## src/rtl/data_compare_seq_pkg.sv

```systemverilog
// Shared definitions for the sequential magnitude comparator:
// result/cascade codes, FSM state encoding and cascade-in resolution.
package data_compare_seq_pkg;

    // One-hot result / cascade codes {gt, eq, lt}
    localparam logic [2:0] CMP_GT = 3'b100;
    localparam logic [2:0] CMP_EQ = 3'b010;
    localparam logic [2:0] CMP_LT = 3'b001;

    typedef enum logic [1:0] {
        ST_IDLE = 2'd0,
        ST_RUN  = 2'd1,
        ST_DONE = 2'd2
    } state_t;

    // Resolve a (possibly illegal) cascade-in code; eq > gt > lt priority,
    // and an all-zero code counts as equal.
    function automatic logic [2:0] resolve_cascade(input logic [2:0] casc);
        logic [2:0] res;
        if (casc[1] || (casc == 3'b000)) begin
            res = CMP_EQ;
        end else if (casc[2]) begin
            res = CMP_GT;
        end else begin
            res = CMP_LT;
        end
        return res;
    endfunction

endpackage

```

## src/rtl/data_compare_seq_if.sv

```systemverilog
// Handshake/operand bundle for data_compare_seq.
//   iStart, iSigned, iData_a, iData_b, iData : request side (master drives)
//   oData, oBusy, oDone                      : result side (slave drives)
interface data_compare_seq_if #(
    parameter int unsigned WIDTH = 16
);
    logic             iStart;
    logic             iSigned;
    logic [WIDTH-1:0] iData_a;
    logic [WIDTH-1:0] iData_b;
    logic [2:0]       iData;
    logic [2:0]       oData;
    logic             oBusy;
    logic             oDone;

    modport master (
        output iStart, iSigned, iData_a, iData_b, iData,
        input  oData, oBusy, oDone
    );

    modport slave (
        input  iStart, iSigned, iData_a, iData_b, iData,
        output oData, oBusy, oDone
    );
endinterface

```

## src/rtl/data_compare_seq_slice.sv

```systemverilog
// Purely combinational SLICE-bit unsigned comparator; eq is implied by
// neither gt nor lt.
//   a_i, b_i : slice operands
//   gt_o     : a_i > b_i
//   lt_o     : a_i < b_i
module data_compare_seq_slice #(
    parameter int unsigned SLICE = 4
) (
    input  logic [SLICE-1:0] a_i,
    input  logic [SLICE-1:0] b_i,
    output logic             gt_o,
    output logic             lt_o
);
    assign gt_o = (a_i > b_i);
    assign lt_o = (a_i < b_i);
endmodule

```

## src/rtl/data_compare_seq.sv

```systemverilog
// Multi-cycle magnitude comparator: walks the operands one SLICE-bit slice
// per clock, MSB slice first, exiting early on the first differing slice.
//   iClk, iRst_n : clock, asynchronous active-low reset
//   bus          : slave side of data_compare_seq_if (start/operands in,
//                  one-hot result, busy and done pulse out; all registered)
module data_compare_seq
    import data_compare_seq_pkg::*;
#(
    parameter int unsigned WIDTH = 16,
    parameter int unsigned SLICE = 4
) (
    input  logic                iClk,
    input  logic                iRst_n,
    data_compare_seq_if.slave   bus
);

    localparam int unsigned NSL   = WIDTH / SLICE;
    localparam int unsigned CNT_W = (NSL > 1) ? $clog2(NSL) : 1;
    localparam logic [WIDTH-1:0] MSB_MASK = WIDTH'(1) << (WIDTH - 1);

    if ((WIDTH % SLICE) != 0 || SLICE < 1) begin : g_bad_width
        $error("data_compare_seq: WIDTH must be a non-zero multiple of SLICE");
    end

    state_t           state_q, state_d;
    logic [CNT_W-1:0] cnt_q, cnt_d;
    logic [WIDTH-1:0] a_q, a_d;
    logic [WIDTH-1:0] b_q, b_d;
    logic [2:0]       casc_q, casc_d;
    logic [2:0]       data_q, data_d;
    logic             busy_q, busy_d;
    logic             done_q, done_d;

    logic [SLICE-1:0] slice_a, slice_b;
    logic             slice_gt, slice_lt;

    // Single slice comparator, muxed by the counter
    assign slice_a = a_q[cnt_q * SLICE +: SLICE];
    assign slice_b = b_q[cnt_q * SLICE +: SLICE];

    data_compare_seq_slice #(.SLICE(SLICE)) u_slice (
        .a_i  (slice_a),
        .b_i  (slice_b),
        .gt_o (slice_gt),
        .lt_o (slice_lt)
    );

    // State and datapath registers
    always_ff @(posedge iClk or negedge iRst_n) begin
        if (!iRst_n) begin
            state_q <= ST_IDLE;
            cnt_q   <= '0;
            a_q     <= '0;
            b_q     <= '0;
            casc_q  <= '0;
            data_q  <= '0;
            busy_q  <= 1'b0;
            done_q  <= 1'b0;
        end else begin
            state_q <= state_d;
            cnt_q   <= cnt_d;
            a_q     <= a_d;
            b_q     <= b_d;
            casc_q  <= casc_d;
            data_q  <= data_d;
            busy_q  <= busy_d;
            done_q  <= done_d;
        end
    end

    // Next-state and registered-output logic
    always_comb begin
        state_d = state_q;
        cnt_d   = cnt_q;
        a_d     = a_q;
        b_d     = b_q;
        casc_d  = casc_q;
        data_d  = data_q;
        busy_d  = busy_q;
        done_d  = 1'b0;

        unique case (state_q)
            ST_IDLE: begin
                if (bus.iStart) begin
                    // Offset-binary: flipping both MSBs makes unsigned slice
                    // compares order two's-complement values correctly.
                    a_d     = bus.iData_a ^ (bus.iSigned ? MSB_MASK : '0);
                    b_d     = bus.iData_b ^ (bus.iSigned ? MSB_MASK : '0);
                    casc_d  = bus.iData;
                    cnt_d   = CNT_W'(NSL - 1);
                    busy_d  = 1'b1;
                    state_d = ST_RUN;
                end
            end
            ST_RUN: begin
                if (slice_gt || slice_lt) begin
                    data_d  = slice_gt ? CMP_GT : CMP_LT;
                    busy_d  = 1'b0;
                    done_d  = 1'b1;
                    state_d = ST_DONE;
                end else if (cnt_q == '0) begin
                    data_d  = resolve_cascade(casc_q);
                    busy_d  = 1'b0;
                    done_d  = 1'b1;
                    state_d = ST_DONE;
                end else begin
                    cnt_d = cnt_q - CNT_W'(1);
                end
            end
            ST_DONE: begin
                state_d = ST_IDLE;
            end
            default: begin
                state_d = ST_IDLE;
                busy_d  = 1'b0;
            end
        endcase
    end

    assign bus.oData = data_q;
    assign bus.oBusy = busy_q;
    assign bus.oDone = done_q;

endmodule

```

## src/flat_wrapper.sv

```systemverilog
// flat-port wrapper written by rule: the top's interface ports become plain ports
module data_compare_seq_flat import data_compare_seq_pkg::*;
#(
    parameter int unsigned WIDTH = 16,
    parameter int unsigned SLICE = 4
)
  (iClk, iRst_n, bus_iStart, bus_iSigned, bus_iData_a, bus_iData_b, bus_iData, bus_oData, bus_oBusy, bus_oDone);
  data_compare_seq_if #(.WIDTH(WIDTH)) bus_i ();
  input  logic iClk;
  input  logic iRst_n;
  input wire logic [$bits(bus_i.iStart)-1:0] bus_iStart;
  input wire logic [$bits(bus_i.iSigned)-1:0] bus_iSigned;
  input wire logic [$bits(bus_i.iData_a)-1:0] bus_iData_a;
  input wire logic [$bits(bus_i.iData_b)-1:0] bus_iData_b;
  input wire logic [$bits(bus_i.iData)-1:0] bus_iData;
  output wire logic [$bits(bus_i.oData)-1:0] bus_oData;
  output wire logic [$bits(bus_i.oBusy)-1:0] bus_oBusy;
  output wire logic [$bits(bus_i.oDone)-1:0] bus_oDone;
  assign bus_i.iStart = bus_iStart;
  assign bus_i.iSigned = bus_iSigned;
  assign bus_i.iData_a = bus_iData_a;
  assign bus_i.iData_b = bus_iData_b;
  assign bus_i.iData = bus_iData;
  assign bus_oData = bus_i.oData;
  assign bus_oBusy = bus_i.oBusy;
  assign bus_oDone = bus_i.oDone;
  data_compare_seq #(.WIDTH(WIDTH), .SLICE(SLICE)) u_core (.iClk(iClk), .iRst_n(iRst_n), .bus(bus_i));
endmodule
```

## config.mk

```make
export PLATFORM = sky130hd
export DESIGN_NAME = data_compare_seq_flat
export DESIGN_NICKNAME = d
export VERILOG_FILES = /design/src/rtl/data_compare_seq_pkg.sv /design/src/rtl/data_compare_seq_if.sv /design/src/rtl/data_compare_seq_slice.sv /design/src/rtl/data_compare_seq.sv /design/src/flat_wrapper.sv
export SDC_FILE = /design/constraint.sdc
export NUM_CORES = 1
export LEC_CHECK = 0
export ABC_AREA = 0
export BUFFER_PORTS_ARGS = -buffer_cell sky130_fd_sc_hd__buf_2
export CORE_MARGIN = 4
export CORE_UTILIZATION = 53
export DETAILED_ROUTE_END_ITERATION = 6
export PLACE_DENSITY_LB_ADDON = 0.15
export SETUP_SLACK_MARGIN = 0.02
export SYNTH_ARGS = -nofsm -noshare
export SYNTH_HDL_FRONTEND = slang
export SYNTH_SLANG_ARGS = --single-unit
```

## constraint.sdc

```tcl
create_clock -name iClk -period 3 [get_ports iClk]
set_input_delay 0.15 -clock iClk [delete_from_list [all_inputs] [get_ports iClk]]
set_output_delay 0.15 -clock iClk [all_outputs]
set_load 0.02 [all_outputs]
```

=== Word-level counts from Yosys, hierarchy flattened ===
Index checks and enable logic that the tools add are counted.
Widths: inputs -> output; s select.

* Input bits: 39
* Bits in registers: 44

* Shift-type cells: 2
* Order comparisons: 2
* Add/subtract/negate cells: 1
* Multiplexer cells: 21
* Eq/ne operators: 6
* Bitwise operators: 3
* Reductions and logical operators: 12

{| class="wikitable"
|+ Operator list
! operator !! number
|-
| $shiftx 16x5->4 || 2
|-
| $xor 16x16->16 || 2
|-
| $mux 16 || 1
|-
| $mux 3 || 5
|-
| $mux 2 || 6
|-
| $pmux 2 s2 || 2
|-
| $mux 1 || 6
|-
| $ne 2x2->1 const B || 3
|-
| $reduce_and 2->1 || 3
|-
| $gt 4x4->1 || 1
|-
| $logic_not 2->1 || 2
|-
| $lt 4x4->1 || 1
|-
| $reduce_and 4->1 || 1
|-
| $reduce_bool 2->1 || 2
|-
| $logic_not 3->1 || 1
|-
| $ne 3x1->1 const B || 1
|-
| $pmux 1 s3 || 1
|-
| $reduce_and 3->1 || 1
|-
| $eq 2x1->1 const B || 1
|-
| $eq 2x2->1 const B || 1
|-
| $logic_or 1x1->1 || 2
|-
| $sub 2x1->2 const B || 1
|-
| $not 1->1 || 1
|}

=== Logic depth before layout (Yosys ltp) ===
* Word-level depth: 5
* Mapped depth: 9
* Depth with buffers taken out: 8

=== By module ===
A second synthesis with hierarchy kept.

* Cells, all modules: 148
* Area, all modules: 2205.9 µm²

{| class="wikitable"
|+ Modules (own cells, without submodules)
! module !! times used !! area each (µm²) !! cells an instance
|-
| data_compare_seq || 1 || 2092.0 || 133
|-
| data_compare_seq_slice || 1 || 113.9 || 15
|}

=== Worst setup path before layout ===
OpenSTA, ideal clock, no wires.

* Kind: register to register
* Start: register u_core.cnt_q[0]
* End: register u_core.data_q[0] (netlist: u_core.bus.oData[0])
* Slack: 0.508 ns
* Data arrival time: 2.371 ns
* Path buffers: 1
* Period minus slack after synthesis: 2.492 ns
* Data required time: 2.879 ns
* Stages on the path, launching flop included: 9
* Cell sequence: dfrtp_1 -> buf_2 -> mux4_2 -> ha_1 -> nand4_2 -> a311oi_4 -> or2_4 -> inv_2 -> o22a_1

* Word-level cells in the longest chain between the ends: 5

{| class="wikitable"
|+ Ends and longest elaborated chain
! what !! line !! RTL
|-
| start, declared || data_compare_seq.sv:26 || <nowiki>logic [CNT_W-1:0] cnt_q, cnt_d;</nowiki>
|-
| start signal, assigned || data_compare_seq.sv:61 || <nowiki>cnt_q <= cnt_d;</nowiki>
|-
| $shiftx 16x5->4 (on tied branches) || data_compare_seq.sv:38, data_compare_seq.sv:39 ||
|-
| $gt 4x4->1 or $lt 4x4->1 (tied branches) || data_compare_seq_slice.sv:14, data_compare_seq_slice.sv:15 ||
|-
| $logic_or 1x1->1 || data_compare_seq.sv:96 || <nowiki>if (slice_gt || slice_lt) begin</nowiki>
|-
| $reduce_bool 2->1 (no source line) || - ||
|-
| $reduce_and 2->1 (no source line) || - ||
|-
| end signal, assigned || data_compare_seq.sv:65 || <nowiki>data_q <= data_d;</nowiki>
|-
| end, declared || data_compare_seq.sv:30 || <nowiki>logic [2:0] data_q, data_d;</nowiki>
|}

Several ways; a longest one is shown, not always the timed one.
A chain may end at the register's enable or synchronous reset.

=== Worst setup path in the final report ===
* Start: register u_core.cnt_q[0]
* End: register u_core.data_q[1] (netlist: u_core.bus.oData[1])

Same word-level chain as after synthesis.

==> flow_metrics.env <==
export IMPL_portBuffers=43
export IMPL_finalInstanceArea_mm2=0.002386
export IMPL_grt_pass1_vias=1382
export IMPL_grt_setup_unrepaired="false"
export IMPL_outcome="complete, no violations"
export IMPL_postSynthNetCount=187
export IMPL_seq_area_frac_synth_pct=54.29
export IMPL_yosysWarningCount=0
export IMPL_cts_root_buf="clkbuf_8"
export IMPL_fin_crit_sh_pct=90.46
export IMPL_gp_congestion=0.7768
export IMPL_synth_top_area_share_pct=54.29
export IMPL_synth_ff_type="dfrtp_1"
export IMPL_viasPerCell=5.261
export IMPL_hold_violations=0
export IMPL_synth_edf_count=0
export IMPL_p_total_uw=2522
export IMPL_syn_area_mm2=0.002028
export IMPL_drive_gt1_share_pct=51.05
export IMPL_ctsResizeCount=0
export IMPL_seq_area_mm2=0.001101
export IMPL_postSynthAreaPerCell_um2=14.18
export IMPL_worstHoldPathType="in -> async"
export IMPL_hpwl_um=2679
export IMPL_insertedDiodeCount=0
export IMPL_wire_per_inst_um=14.79
export IMPL_dr_first_iter_drc_count=68
export IMPL_cts_buffers=5
export IMPL_vdd_ir_drop_worst_v=0.0004388
export IMPL_core_area_mm2=0.003689
export IMPL_worstPathMaxFanout=10
export IMPL_grt_max_degree=45
export IMPL_place_area_mm2=0.002296
export IMPL_critPathRequiredTime_ns=3.17
export IMPL_antenna_found_initial=0
export IMPL_grt_pass1_wl_um=6285
export IMPL_die_h_um=69.86
export IMPL_cp_slowest_stage_delay_ns=0.64
export IMPL_p_leak_uw=0.001122
export IMPL_cts_clk_slew_worst_paths_ns=0.08
export IMPL_netlist_top_cells_count="dfrtp_1, mux2_2, inv_1"
export IMPL_ys_ff_latch=44
export IMPL_dp_cells=230
export IMPL_cp_cell_sequence="mux4_2, ha_1, a21oi_2, a311oi_4, or2_4, o41ai_1"
export IMPL_finClkSkew_ns=0.007583
export IMPL_multiInputGateArea_um2=863.3
export IMPL_clock_path_buffers=2
export IMPL_clock_sinks=44
export IMPL_initial_utilization_pct=54.99
export IMPL_cp_start_kind="flop"
export IMPL_totalWireLength_um=3519
export IMPL_drv_cap=0
export IMPL_worstMarginPinSlew_ns=0.9440
export IMPL_ys_types=27
export IMPL_htree_levels=2
export IMPL_rows=22
export IMPL_nets=233
export IMPL_dieWidth_um=69.86
export IMPL_final_max_slew_viol_count=0
export IMPL_die_area_mm2=0.004880
export IMPL_r2r_slack_ns=0.29
export IMPL_max_freq_mhz=368.5
export IMPL_setup_viol=0
export IMPL_grt_overflow=0
export IMPL_holdBufCountCts=0
export IMPL_synthCells=143
export IMPL_slew_headroom_pct=37.07
export IMPL_power_density_mw_per_mm2=1057
export IMPL_yosysMostFrequentCell="dfrtp_1"
export IMPL_async_flop_share_pct=100.0
export IMPL_cpMaxStageDelayCell="dfrtp_1"
export IMPL_area_growth_pct=17.64
export IMPL_vias=1252
export IMPL_fillers=311
export IMPL_synth_area_leaders="dfrtp_1, mux2_2, mux4_2"
export IMPL_clkLatencyLatePin_ns=0.28
export IMPL_tns_ns=0
export IMPL_instances_no_fill=238
export IMPL_cts_tree="done"
export IMPL_drc=0
export IMPL_postCtsSetupRepairBufs=0
export IMPL_first_pass_iters=4
export IMPL_crit_arrival_ns=2.88
export IMPL_synth_top_area_cell="dfrtp_1"
export IMPL_pin_count=44
export IMPL_ant_nets=0
export IMPL_grt_usage_pct=16.38
export IMPL_fin_crit_ns=2.714
export IMPL_path_class="reg -> reg"
export IMPL_cp_end_kind="flop"
==> cell usage in the layout (no fill, tap or decap), types with 2 or more instances in the layout <==
master    netlist  final
buf_2           5     43
ha_1            5      5
o21ai_0         4      4
dfrtp_1        44     44
mux2i_1         2      2
clkbuf_1        1      2
mux2_2         32     32
buf_4           0      2
xnor2_1         2      2
inv_1          10     10
nand2b_1        2      2
nor2_1          6      6
clkbuf_8        0      6
mux4_2          8      8
nand2_1         3      3
nand3_1         2      2
a21oi_1         5      5
==> power breakdown <==
| group | leakage, µW | switching [µW] | internal, µW |
|---|---|---|---|
| clock network | 0.0000455 | 175 | 188 |
| registers | 0.000513 | 199 | 882 |
| logic | 0.000563 | 481 | 598 |
==> critical path, delay by kind of cell, from the launching register on <==
family,cells,cell delay (ns)
AOI/OAI and AO/OA,3,0.72
and+or+nand+nor,1,0.29
muxes,1,0.58
adders and majority gates,1,0.36
DFF,1,0.64
==> cell type report <==
type	instances	area share [%]
multi-input combinational	82	36.18
sequential	44	46.15
clock buffer	8	3.776
tap	48	2.517
timing repair buffer	45	9.649
inverter	11	1.730
==> logic make-up after synthesis <==
group | after synthesis | synth area share (%)
muxes | 42 | 27.64
xor gates and xnor gates | 2 | 0.8638
AOI/OAI and AO/OA | 14 | 5.182
buffers and inverters | 17 | 3.454
adders and majority gates | 5 | 3.085
DFF | 44 | 54.29
and+or+nand+nor | 19 | 5.491
==> registers in the layout, indices dropped and copies added (netlist names) <==
register          flops
u_core.a_q           16
u_core.b_q           16
u_core.bus.oBusy      1
u_core.bus.oData      3
u_core.bus.oDone      1
u_core.casc_q         3
u_core.cnt_q          2
u_core.state_q        2
==> stage by stage <==
stage                     utilization, %  worst slack (ns)  hold slack, ns
final                              64.69            0.2863         0.01227
after global routing               64.69           0.09019         0.07986
after CTS                          64.69            0.2184         0.03851
after detailed placement           62.25            0.2334          0.3521
after global placement             62.25            0.3704          0.3250
after floorplan                        -            0.5083         -0.1456
==> path summary, 6_finish.rpt <==
check	end	cells past startpoint	startpoint
min in group iClk	u_core.casc_q[1]$_DFFE_PN0P_	3	bus_iData[1]
hold / removal	u_core.a_q[6]$_DFFE_PN0P_	1	iRst_n
hold reg to reg	u_core.bus.oData[0]$_DFFE_PN0P_	1	u_core.bus.oData[0]$_DFFE_PN0P_
setup / recovery	u_core.bus.oData[1]$_DFFE_PN0P_	6	u_core.cnt_q[0]$_DFFE_PN0P_
setup reg to reg	u_core.bus.oData[1]$_DFFE_PN0P_	6	u_core.cnt_q[0]$_DFFE_PN0P_
max in group asynchronous	u_core.a_q[4]$_DFFE_PN0P_	1	iRst_n
==> metal layers <==
| metal | global-route usage [%] | vias to the layer above | routed length [µm] |
|---|---|---|---|
| met5 | 0 | - | 0 |
| met4 | 5.106 | 0 | 57 |
| met3 | 6.187 | 6 | 211 |
| met2 | 27.07 | 34 | 1743 |
| met1 | 19.90 | 609 | 1507 |
| li1 | - | 603 | - |
No activity file was read; power rests on OpenSTA's default activity.
